===== config.mk =====
export PLATFORM = sky130hd
export DESIGN_NAME = audio_serial_tx
export DESIGN_NICKNAME = d
export VERILOG_FILES = /design/src/rtl/audio_tx_pkg.sv /design/src/rtl/audio_tx_fifo.sv /design/src/rtl/audio_serial_tx.sv
export SDC_FILE = /design/constraint.sdc
export NUM_CORES = 1
export LEC_CHECK = 0
export BUFFER_PORTS_ARGS = -buffer_cell sky130_fd_sc_hd__buf_2
export CAP_MARGIN = 25
export CELL_PAD_IN_SITES_DETAIL_PLACEMENT = 0
export CELL_PAD_IN_SITES_GLOBAL_PLACEMENT = 2
export CORE_UTILIZATION = 47
export DETAILED_ROUTE_END_ITERATION = 6
export GPL_ROUTABILITY_DRIVEN = 0
export PLACE_DENSITY = 0.84
export SYNTH_ARGS = -nofsm -noshare
export SYNTH_HDL_FRONTEND = slang
export SYNTH_SLANG_ARGS = --single-unit

===== constraint.sdc =====
create_clock -name Clk -period 6.2 [get_ports Clk]
set_clock_uncertainty 0.2 [all_clocks]
set_input_delay 0 -clock Clk [delete_from_list [all_inputs] [get_ports Clk]]
set_output_delay 0 -clock Clk [all_outputs]
set_load 0.01 [all_outputs]

===== src/rtl/audio_tx_pkg.sv =====
// Shared constants, types and helpers for the audio serial transmitter.
package audio_tx_pkg;

  // Register map
  localparam logic [3:0] AddrCtrl   = 4'd0;
  localparam logic [3:0] AddrDiv    = 4'd1;
  localparam logic [3:0] AddrLeft   = 4'd2;
  localparam logic [3:0] AddrRight  = 4'd3;
  localparam logic [3:0] AddrStatus = 4'd4;

  // CTRL bits
  localparam int unsigned CtrlEnable = 0;
  localparam int unsigned CtrlRepeat = 1;

  // STATUS bits ([3:0] is the FIFO level)
  localparam int unsigned StatusEmpty    = 4;
  localparam int unsigned StatusFull     = 5;
  localparam int unsigned StatusUnderrun = 6;
  localparam int unsigned StatusOverflow = 7;
  localparam int unsigned StatusRunning  = 8;

  localparam int unsigned FrameBits = 64;
  localparam int unsigned HalfBits  = 32;
  localparam int unsigned SampleW   = 16;

  typedef struct packed {
    logic [SampleW-1:0] left;
    logic [SampleW-1:0] right;
  } stereo_pair_t;

  typedef enum logic {StIdle, StRun} tx_state_e;

  // Serial bit for frame position idx: sample MSB-first in the top 16 bits of
  // each 32-bit half, zero padding below. 15-(idx%16) is just ~idx[3:0].
  function automatic logic frame_bit(stereo_pair_t p, logic [5:0] idx);
    logic [3:0] pos;
    logic       b;
    pos = ~idx[3:0];
    unique case (idx[5:4])
      2'b00:   b = p.left[pos];
      2'b10:   b = p.right[pos];
      default: b = 1'b0;
    endcase
    return b;
  endfunction

endpackage


===== src/rtl/audio_tx_fifo.sv =====
// Synchronous FIFO with fall-through read data and simultaneous push/pop.
module audio_tx_fifo #(
  parameter int unsigned Width = 32,
  parameter int unsigned Depth = 8
) (
  input  logic                       clk_i,
  input  logic                       rst_ni,
  input  logic                       push_i,
  input  logic [Width-1:0]           wdata_i,
  input  logic                       pop_i,
  output logic [Width-1:0]           rdata_o,
  output logic [$clog2(Depth+1)-1:0] level_o,
  output logic                       full_o,
  output logic                       empty_o
);
  localparam int unsigned AddrW = $clog2(Depth);
  localparam int unsigned LvlW  = $clog2(Depth + 1);

  logic [Width-1:0] mem_q [Depth];
  logic [AddrW-1:0] wr_ptr_q, rd_ptr_q;
  logic [LvlW-1:0]  count_q, count_d;
  logic             do_push, do_pop;

  assign empty_o = (count_q == '0);
  assign full_o  = (count_q == LvlW'(Depth));
  assign level_o = count_q;
  assign rdata_o = mem_q[rd_ptr_q];

  // A pop in the same cycle frees the slot, so a push into a full FIFO still lands.
  assign do_pop  = pop_i & ~empty_o;
  assign do_push = push_i & (~full_o | do_pop);

  // Occupancy follows the net effect of push and pop
  always_comb begin
    count_d = count_q;
    unique case ({do_push, do_pop})
      2'b10:   count_d = count_q + 1'b1;
      2'b01:   count_d = count_q - 1'b1;
      default: count_d = count_q;
    endcase
  end

  // Pointers and level; contents are discarded on reset via the pointers
  always_ff @(posedge clk_i or negedge rst_ni) begin
    if (!rst_ni) begin
      wr_ptr_q <= '0;
      rd_ptr_q <= '0;
      count_q  <= '0;
    end else begin
      if (do_push) wr_ptr_q <= wr_ptr_q + 1'b1;
      if (do_pop)  rd_ptr_q <= rd_ptr_q + 1'b1;
      count_q <= count_d;
    end
  end

  // Storage array, no reset needed
  always_ff @(posedge clk_i) begin
    if (do_push) mem_q[wr_ptr_q] <= wdata_i;
  end

endmodule


===== src/rtl/audio_serial_tx.sv =====
// Master-mode left-justified stereo serial transmitter with host register bus.
module audio_serial_tx
  import audio_tx_pkg::*;
#(
  parameter int unsigned SAMPLE_W   = 16,
  parameter int unsigned FIFO_DEPTH = 8,
  parameter int unsigned DIV_W      = 8
) (
  input  logic        Clk,
  input  logic        Reset,
  input  logic [3:0]  Addr,
  input  logic [15:0] DataWr,
  output logic [15:0] DataRd,
  input  logic        En,
  input  logic        Rd,
  input  logic        Wr,
  output logic        TxBitClk,
  output logic        TxSync,
  output logic        TxSdo
);
  localparam int unsigned IdxW = $clog2(FrameBits);
  localparam int unsigned LvlW = $clog2(FIFO_DEPTH + 1);

  tx_state_e           state_q, state_d;
  logic [1:0]          ctrl_q, ctrl_d;
  logic [DIV_W-1:0]    div_q, div_d, cnt_q, cnt_d;
  logic [SAMPLE_W-1:0] stage_q, stage_d;
  stereo_pair_t        last_q, last_d, pair_q, pair_d, load_pair, fifo_rdata;
  logic                uflow_q, uflow_d, oflow_q, oflow_d;
  logic [IdxW-1:0]     idx_q, idx_d, idx_inc;
  logic                bclk_q, bclk_d, sync_q, sync_d, sdo_q, sdo_d;
  logic                wr_en, push, load, fifo_pop, fifo_full, fifo_empty;
  logic [LvlW-1:0]     fifo_level;
  logic                unused_rd;

  // Reads have no side effects, so the strobe is not needed
  assign unused_rd = Rd;

  assign wr_en    = En & Wr;
  assign push     = wr_en & (Addr == AddrRight);
  assign fifo_pop = load & ~fifo_empty;
  assign idx_inc  = idx_q + 1'b1;

  // On underrun, either replay the last pair or send silence
  assign load_pair = !fifo_empty ? fifo_rdata
                   : (ctrl_q[CtrlRepeat] ? last_q : '0);

  audio_tx_fifo #(
    .Width ($bits(stereo_pair_t)),
    .Depth (FIFO_DEPTH)
  ) u_fifo (
    .clk_i   (Clk),
    .rst_ni  (Reset),
    .push_i  (push),
    .wdata_i (stereo_pair_t'({stage_q, DataWr})),
    .pop_i   (fifo_pop),
    .rdata_o (fifo_rdata),
    .level_o (fifo_level),
    .full_o  (fifo_full),
    .empty_o (fifo_empty)
  );

  // Host register writes and sticky flags (a set in the same cycle wins over a clear)
  always_comb begin
    ctrl_d  = ctrl_q;
    div_d   = div_q;
    stage_d = stage_q;
    uflow_d = uflow_q;
    oflow_d = oflow_q;
    last_d  = last_q;
    if (wr_en) begin
      unique case (Addr)
        AddrCtrl:   ctrl_d  = DataWr[1:0];
        AddrDiv:    div_d   = DataWr[DIV_W-1:0];
        AddrLeft:   stage_d = DataWr[SAMPLE_W-1:0];
        AddrStatus: begin
          if (DataWr[StatusUnderrun]) uflow_d = 1'b0;
          if (DataWr[StatusOverflow]) oflow_d = 1'b0;
        end
        default: ;
      endcase
    end
    if (push && fifo_full && !fifo_pop) oflow_d = 1'b1;
    if (load && fifo_empty)             uflow_d = 1'b1;
    if (fifo_pop)                       last_d  = fifo_rdata;
  end

  // Sequencer: bit-clock divider, bit index, frame loads and serial outputs
  always_comb begin
    state_d = state_q;
    cnt_d   = cnt_q;
    bclk_d  = bclk_q;
    idx_d   = idx_q;
    pair_d  = pair_q;
    sync_d  = sync_q;
    sdo_d   = sdo_q;
    load    = 1'b0;
    unique case (state_q)
      StIdle: begin
        cnt_d  = '0;
        idx_d  = '0;
        bclk_d = 1'b0;
        sync_d = 1'b0;
        sdo_d  = 1'b0;
        if (ctrl_q[CtrlEnable]) begin
          load    = 1'b1;
          state_d = StRun;
        end
      end
      StRun: begin
        // >= so that lowering DIV below the running count wraps at once
        if (cnt_q >= div_q) begin
          cnt_d  = '0;
          bclk_d = ~bclk_q;
          if (bclk_q) begin
            if (idx_q == IdxW'(FrameBits - 1)) begin
              idx_d = '0;
              if (ctrl_q[CtrlEnable]) begin
                load = 1'b1;
              end else begin
                state_d = StIdle;
                sync_d  = 1'b0;
                sdo_d   = 1'b0;
              end
            end else begin
              idx_d  = idx_inc;
              sync_d = (idx_inc >= IdxW'(HalfBits));
              sdo_d  = frame_bit(pair_q, idx_inc);
            end
          end
        end else begin
          cnt_d = cnt_q + 1'b1;
        end
      end
      default: state_d = StIdle;
    endcase
    if (load) begin
      pair_d = load_pair;
      idx_d  = '0;
      sync_d = 1'b0;
      sdo_d  = frame_bit(load_pair, '0);
    end
  end

  // State registers
  always_ff @(posedge Clk or negedge Reset) begin
    if (!Reset) begin
      state_q <= StIdle;
      ctrl_q  <= '0;
      div_q   <= '0;
      stage_q <= '0;
      last_q  <= '0;
      pair_q  <= '0;
      uflow_q <= 1'b0;
      oflow_q <= 1'b0;
      cnt_q   <= '0;
      idx_q   <= '0;
      bclk_q  <= 1'b0;
      sync_q  <= 1'b0;
      sdo_q   <= 1'b0;
    end else begin
      state_q <= state_d;
      ctrl_q  <= ctrl_d;
      div_q   <= div_d;
      stage_q <= stage_d;
      last_q  <= last_d;
      pair_q  <= pair_d;
      uflow_q <= uflow_d;
      oflow_q <= oflow_d;
      cnt_q   <= cnt_d;
      idx_q   <= idx_d;
      bclk_q  <= bclk_d;
      sync_q  <= sync_d;
      sdo_q   <= sdo_d;
    end
  end

  assign TxBitClk = bclk_q;
  assign TxSync   = sync_q;
  assign TxSdo    = sdo_q;

  // Combinational register read-back
  always_comb begin
    DataRd = '0;
    unique case (Addr)
      AddrCtrl: DataRd = 16'(ctrl_q);
      AddrDiv:  DataRd = 16'(div_q);
      AddrStatus: begin
        DataRd[3:0]            = 4'(fifo_level);
        DataRd[StatusEmpty]    = fifo_empty;
        DataRd[StatusFull]     = fifo_full;
        DataRd[StatusUnderrun] = uflow_q;
        DataRd[StatusOverflow] = oflow_q;
        DataRd[StatusRunning]  = (state_q == StRun);
      end
      default: DataRd = '0;
    endcase
  end

endmodule

; ---- Word level (Yosys, flattened, before mapping)
; Memory sizes are Yosys's and may differ from the RTL's.
; Index checks and enable logic that the tools add are counted.
[classes]
addsub = 6
magnitude_cmp = 3
eq_ne = 13
muxes = 48
bitwise_logic = 11
n_reduce_logical = 21
[op_table]
columns = cell, n
row1 = two-way mux 32 bit, 2
row2 = two-way mux 1 bit, 29
row3 = one-hot mux 9 bit (3 select lines), 1
row4 = two-way mux 6 bit, 4
row5 = one-hot mux 8 bit (2 select lines), 1
row6 = nonzero test 2 bit, 7
row7 = one-hot mux 1 bit (2 select lines), 6
row8 = one-hot mux 6 bit (2 select lines), 1
row9 = AND reduction 3 bit, 3
row10 = "adder 8 x 1 -> 8 bit, second input constant", 1
row11 = binary-select mux 1 bit (select 4 bit), 2
row12 = "== test 4 x 2 -> 1 bit, second input constant", 2
row13 = >= comparator 8 bit, 1
row14 = logical NOT 4 bit, 2
row15 = two-way mux 8 bit, 1
row16 = one-hot mux 4 bit (2 select lines), 1
row17 = AND reduction 2 bit, 4
row18 = "adder 3 x 1 -> 3 bit, second input constant", 2
row19 = "adder 6 x 1 -> 6 bit, second input constant", 1
row20 = "== test 6 bit, second input constant", 1
row21 = ">= comparator 6 bit, second input constant", 1
row22 = "!= test 3 x 1 -> 1 bit, second input constant", 2
row23 = AND 1 bit, 5
row24 = "< comparator 4 x 5 -> 1 bit, second input constant", 1
row25 = other kinds (15), 21
[word_totals]
reg_bits = 120
ram_bits = 256
wordCells = 121
memories = 1
[mem_list]
columns = name, words, width, read_ports, rd_ports_with_merged_regs, wr, line
row1 = u_fifo.mem_q, 8, 32, 1, 0, 1, audio_tx_fifo.sv:19  ; logic [Width-1:0] mem_q [Depth];

; ---- Depth between registers and ports, before layout
[logic_depth]
depth_word = 11
ltp_mapped = 14
mapped_depth_nobuf = 13

; ---- Modules after synthesis
; A second synthesis with hierarchy kept.
[unflattened]
cells_unflattened = 941
hier_area_um2 = 15836.4
[modules_own_cells]
columns = module, instances, cells_per_inst, area_per_inst_um2
row1 = audio_tx_fifo, 1, 454, 10324.9
row2 = audio_serial_tx, 1, 487, 5511.5

; ---- Worst setup path before layout
; OpenSTA, ideal clock, no wires.
[synth_path]
path_type = register to register
startpoint = reg cnt_q[7]
endpoint = mem u_fifo.mem_q[1][0] (enable)
setup_ns = 0.513
t_arrival_ns = 5.009
t_required_ns = 5.487
slack_ns = 0.477
stages_incl_launch_ff = 10
period_less_slack_ns = 5.723
path_cell_list = dfrtp_1 -> ha_1 -> nand4_1 -> nor2_1 -> o211ai_1 -> a21oi_2 -> or2_1 -> buf_6 -> o21ai_4 -> nor4b_1
[synth_between]
elab_chain_cells = 9
[synth_rtl]
columns = element, line
row1 = start: declaration, audio_serial_tx.sv:26  ; logic [DIV_W-1:0] div_q, div_d, cnt_q, cnt_d;
row2 = start signal: assignment, audio_serial_tx.sv:170  ; cnt_q <= cnt_d;
row3 = >= comparator 8 bit, audio_serial_tx.sv:112  ; if (cnt_q >= div_q) begin
row4 = two-way mux 1 bit, audio_serial_tx.sv:112
row5 = one-hot mux 1 bit (2 select lines), audio_serial_tx.sv:98  ; unique case (state_q)
row6 = AND 1 bit, audio_serial_tx.sv:41  ; assign fifo_pop = load & ~fifo_empty;
row7 = AND 1 bit, audio_tx_fifo.sv:30  ; assign do_pop = pop_i & ~empty_o;
row8 = OR 1 bit, audio_tx_fifo.sv:31  ; assign do_push = push_i & (~full_o | do_pop);
row9 = AND 1 bit, audio_tx_fifo.sv:31
row10 = two-way mux 1 bit, audio_tx_fifo.sv:58  ; if (do_push) mem_q[wr_ptr_q] <= wdata_i;
row11 = two-way mux 1 bit (not written as such), audio_tx_fifo.sv:58
row12 = end: declaration, audio_tx_fifo.sv:19
; Every way passes these cells.

; ---- Worst setup path in the final report
[layout_path]
startpoint = reg idx_q[0]
endpoint = mem u_fifo.mem_q[3][8] (enable)
[layout_between]
elab_chain_cells = 11
[layout_rtl]
columns = element, line
row1 = start: declaration, audio_serial_tx.sv:30  ; logic [IdxW-1:0] idx_q, idx_d, idx_inc;
row2 = start signal: assignment, audio_serial_tx.sv:171  ; idx_q <= idx_d;
row3 = == test 6 bit, audio_serial_tx.sv:116  ; if (idx_q == IdxW'(FrameBits - 1)) begin
row4 = two-way mux 1 bit, audio_serial_tx.sv:116
row5 = two-way mux 1 bit, audio_serial_tx.sv:115  ; if (bclk_q) begin
row6 = two-way mux 1 bit, audio_serial_tx.sv:112
row7 = one-hot mux 1 bit (2 select lines), audio_serial_tx.sv:98
row8 = AND 1 bit, audio_serial_tx.sv:41
row9 = AND 1 bit, audio_tx_fifo.sv:30
row10 = OR 1 bit, audio_tx_fifo.sv:31
row11 = AND 1 bit, audio_tx_fifo.sv:31
row12 = two-way mux 1 bit, audio_tx_fifo.sv:58
row13 = two-way mux 1 bit (not written as such), audio_tx_fifo.sv:58
; Every way passes these cells.

==> impl_metrics.toml <==
[power]
p_leak_nw = 6.35
peakVddDrop_mv = 0.265
power_density_nw_per_um2 = 348

[timing]
tightest_slew_ns = 1.02
period_share_pct = 66.1
rsz0062_at_grt = "false"
slew_headroom_pct = 31.6
fin_hold_ws_ns = 0.0795
timing.final.ws_setup_ns = 2.10
setup_tns_ns = 0
final.min_clock_period_ns = 4.10
hold_viol_final = 0
fmax_mhz = 244
maxSlewViolCount = 0
setup-violations-final = 0

[critical_path]
crit_chain = "ha_1, nand3_2, nor2_1, o211ai_1, a21oi_2, or2_2, o211ai_1, nor3b_2, buf_4"
crit_top_cell = "o211ai_1"
r2r_cells = 9
arrival_ns = 4.08
ff2ff_setup_slack_ns = 2.10
crit_path_end_kind = "register"
worstPathRequired_ns = 6.18
max_stage_delay_ns = 0.82
r2r_start = "idx_q[0]"
crit_slowest_cell = "dfrtp_1"
startpoint_type = "register"
r2r-end = "u_fifo.mem_q[3][8]"
crit_fanout = 25
path_class = "reg -> reg"

[cts]
clk_pin_slew_ns = 0.06
cts_resized = 0
insertion_delay_ns = 0.53
cts_root_buf = "clkbuf_16"
htree_levels = 2
cts_tree = "done"
numCtsBuffers = 39
cts_num_sinks = 376
clockBufferDepth = 3

[route]
drc = 0
drt-total-wl_microns = 30700
ant_nets = 0
drt_pre_antenna_iters = 6
drt_iter0_drc = 589
num_vias = 8152
viasPerCell = 5.43
routedWlPerCell_microns = 20.5

[die]
rows = 66
die_w_microns = 184
core-area_sq_um = 32500
initial_utilization_pct = 47.7
die_y_microns = 184
dieArea_sq_um = 33700
io-pin-count = 44

[global_route]
first_global_vias = 8224
grt_pass1_wl_microns = 48300
grt_start_max_net_pins = 70
grt_use_total_pct = 19.1
grt_overflow = 0
antenna_found_initial = 0

[logic_synthesis]
ys_seq_area_share_pct = 68.9
ys_async_sr_fraction_pct = 31.9
dominantRegCellSynth = "edfxtp_1"
synth_area_per_cell_sq_um = 16.1
synth-seq-cells = 376
synth_edf_count = 256
netlist_area_sq_um = 15500
synth_cells = 961
yosys_warnings = 0
synthDistinctLibCells = 57

[final_layout]
final_util_pct = 54.4
drive_above_1_share_pct = 22.1
fillers = 2630
final_nets = 1067
area_growth_pct = 14.2
antenna_cells = 0

[hold_path]
hold_depth = 2
hp-class = "in -> reg"
hold_end = "u_fifo.mem_q[4][9]"
hp-start = "DataWr[9]"

[placement]
io_buffers = 35
pre_cts_slack_ns = 1.98
hpwl_microns = 17400

[run]
maxCapViolations = 0

[outcome]
status = "completed"
-- layout by cell type, fill, tap and decap left out, types with 27 or more instances in the layout --
cell	instances
clkbuf_16	39
edfxtp_1	256
dlygate4sd3_1	27
dfrtp_1	117
buf_2	34
nand2_1	55
nor2_1	83
mux4_2	72
a21oi_1	33
a31oi_1	32
mux2i_1	36
o21ai_0	38
-- stage by stage --
stage | area [sq um] | std cells | power (mW)
finish | 17700 | 1501 | 6.16
global route | 17700 | 1501 | 6.44
CTS | 17700 | 1501 | 6.23
detailed placement | 16100 | 1401 | 3.90
global placement | 16100 | 1401 | 3.88
floorplan | 15500 | 967 | 3.65
-- synth_stat cells (4+ instances only) --
cell      instances  share of area [%]
edfxtp_1        256                 50
dfrtp_1         120                 19
nor2_1           84                2.0
mux4_2           72                 10
nand2_1          55                1.3
o21ai_0          38                1.2
mux2i_1          36                2.3
a21oi_1          33                1.1
a31oi_1          32                1.3
buf_2            23               0.74
mux2_2           23                1.7
nand3_1          15               0.48
clkbuf_1         14               0.34
ha_1             14                1.1
inv_1            13               0.31
xor2_1           12               0.68
buf_4            11               0.53
a21oi_2           9               0.51
buf_1             8               0.19
o21ai_1           8               0.26
xnor2_1           7               0.40
a22o_1            6               0.34
and3_1            5               0.20
buf_6             5               0.36
nor3_1            5               0.16
a21o_1            4               0.19
nand4_1           4               0.16
o211ai_1          4               0.19
-- per-layer routing --
layer	up-vias	global-route usage [%]	wire, microns
met5	-	0	0
met4	0	5.00	603
met3	39	2.58	1030
met2	132	30.8	14800
met1	4165	27.4	14300
li1	3816	-	-
-- sequential cells by signal (all words and copies together) (netlist names), 2 cells and up --
signal	count
idx_q	6
ctrl_q	2
u_fifo.wr_ptr_q	3
u_fifo.mem_q	256
u_fifo.level_o	4
cnt_q	8
last_q	32
stage_q	16
pair_q	32
u_fifo.rd_ptr_q	3
div_q	8
-- critical path, delay by kind of cell, from the launching register on --
family                   cells  cell delay (ns)
flip-flops                   1             0.82
AND/OR/NAND/NOR              4             1.18
buffers and inverters        1             0.53
adder cells (fa/ha/maj)      1             0.36
AO/OA/AOI/OAI                3             0.66
-- repair_timing --
item / in CTS / in global routing
endpoints found under the hold margin: 229 / 0
buffers inserted: 0 / 0
hold buffers: 28 / 0
-- worst max-delay path by stage --
| stage | end | cells after the start | start |
|---|---|---|---|
| after CTS | u_fifo.mem_q[3][1] | 9 | idx_q[0] |
| after global placement | u_fifo.mem_q[3][28] | 9 | idx_q[0] |
| after floorplan | u_fifo.mem_q[1][0] | 9 | cnt_q[7] |
| after global routing | u_fifo.mem_q[3][1] | 9 | idx_q[0] |
| final | u_fifo.mem_q[3][8] | 9 | idx_q[0] |
| after detailed placement | u_fifo.mem_q[3][13] | 9 | idx_q[0] |
-- power breakdown --
part           internal, mW  total, mW  switching, mW
registers              2.87       3.08          0.210
logic                 0.367      0.770          0.402
clock network          1.37       2.31          0.943
total                  4.60       6.16           1.56
-- cell type report --
type | count | area [sq um] | share of cell area (%)
clock buffer | 53 | 1050 | 5.92
tap | 442 | 553 | 3.12
sequential | 376 | 10700 | 60.4
inverter | 13 | 48.8 | 0.276
clock inverter | 19 | 221 | 1.25
timing repair buffer | 82 | 647 | 3.65
multi-input combinational | 516 | 4490 | 25.4
-- cells by family after synthesis --
kind of cell	count (synthesis)	share of synthesized area (%)
flops	376	68.9
simple gates	194	5.66
compound gates	149	5.96
mux	133	14.6
buf+inv	75	2.58
xor+xnor	19	1.07
fa+ha+maj	14	1.13
other cells	1	0.0242
Power figures use the tool's default switching activity.
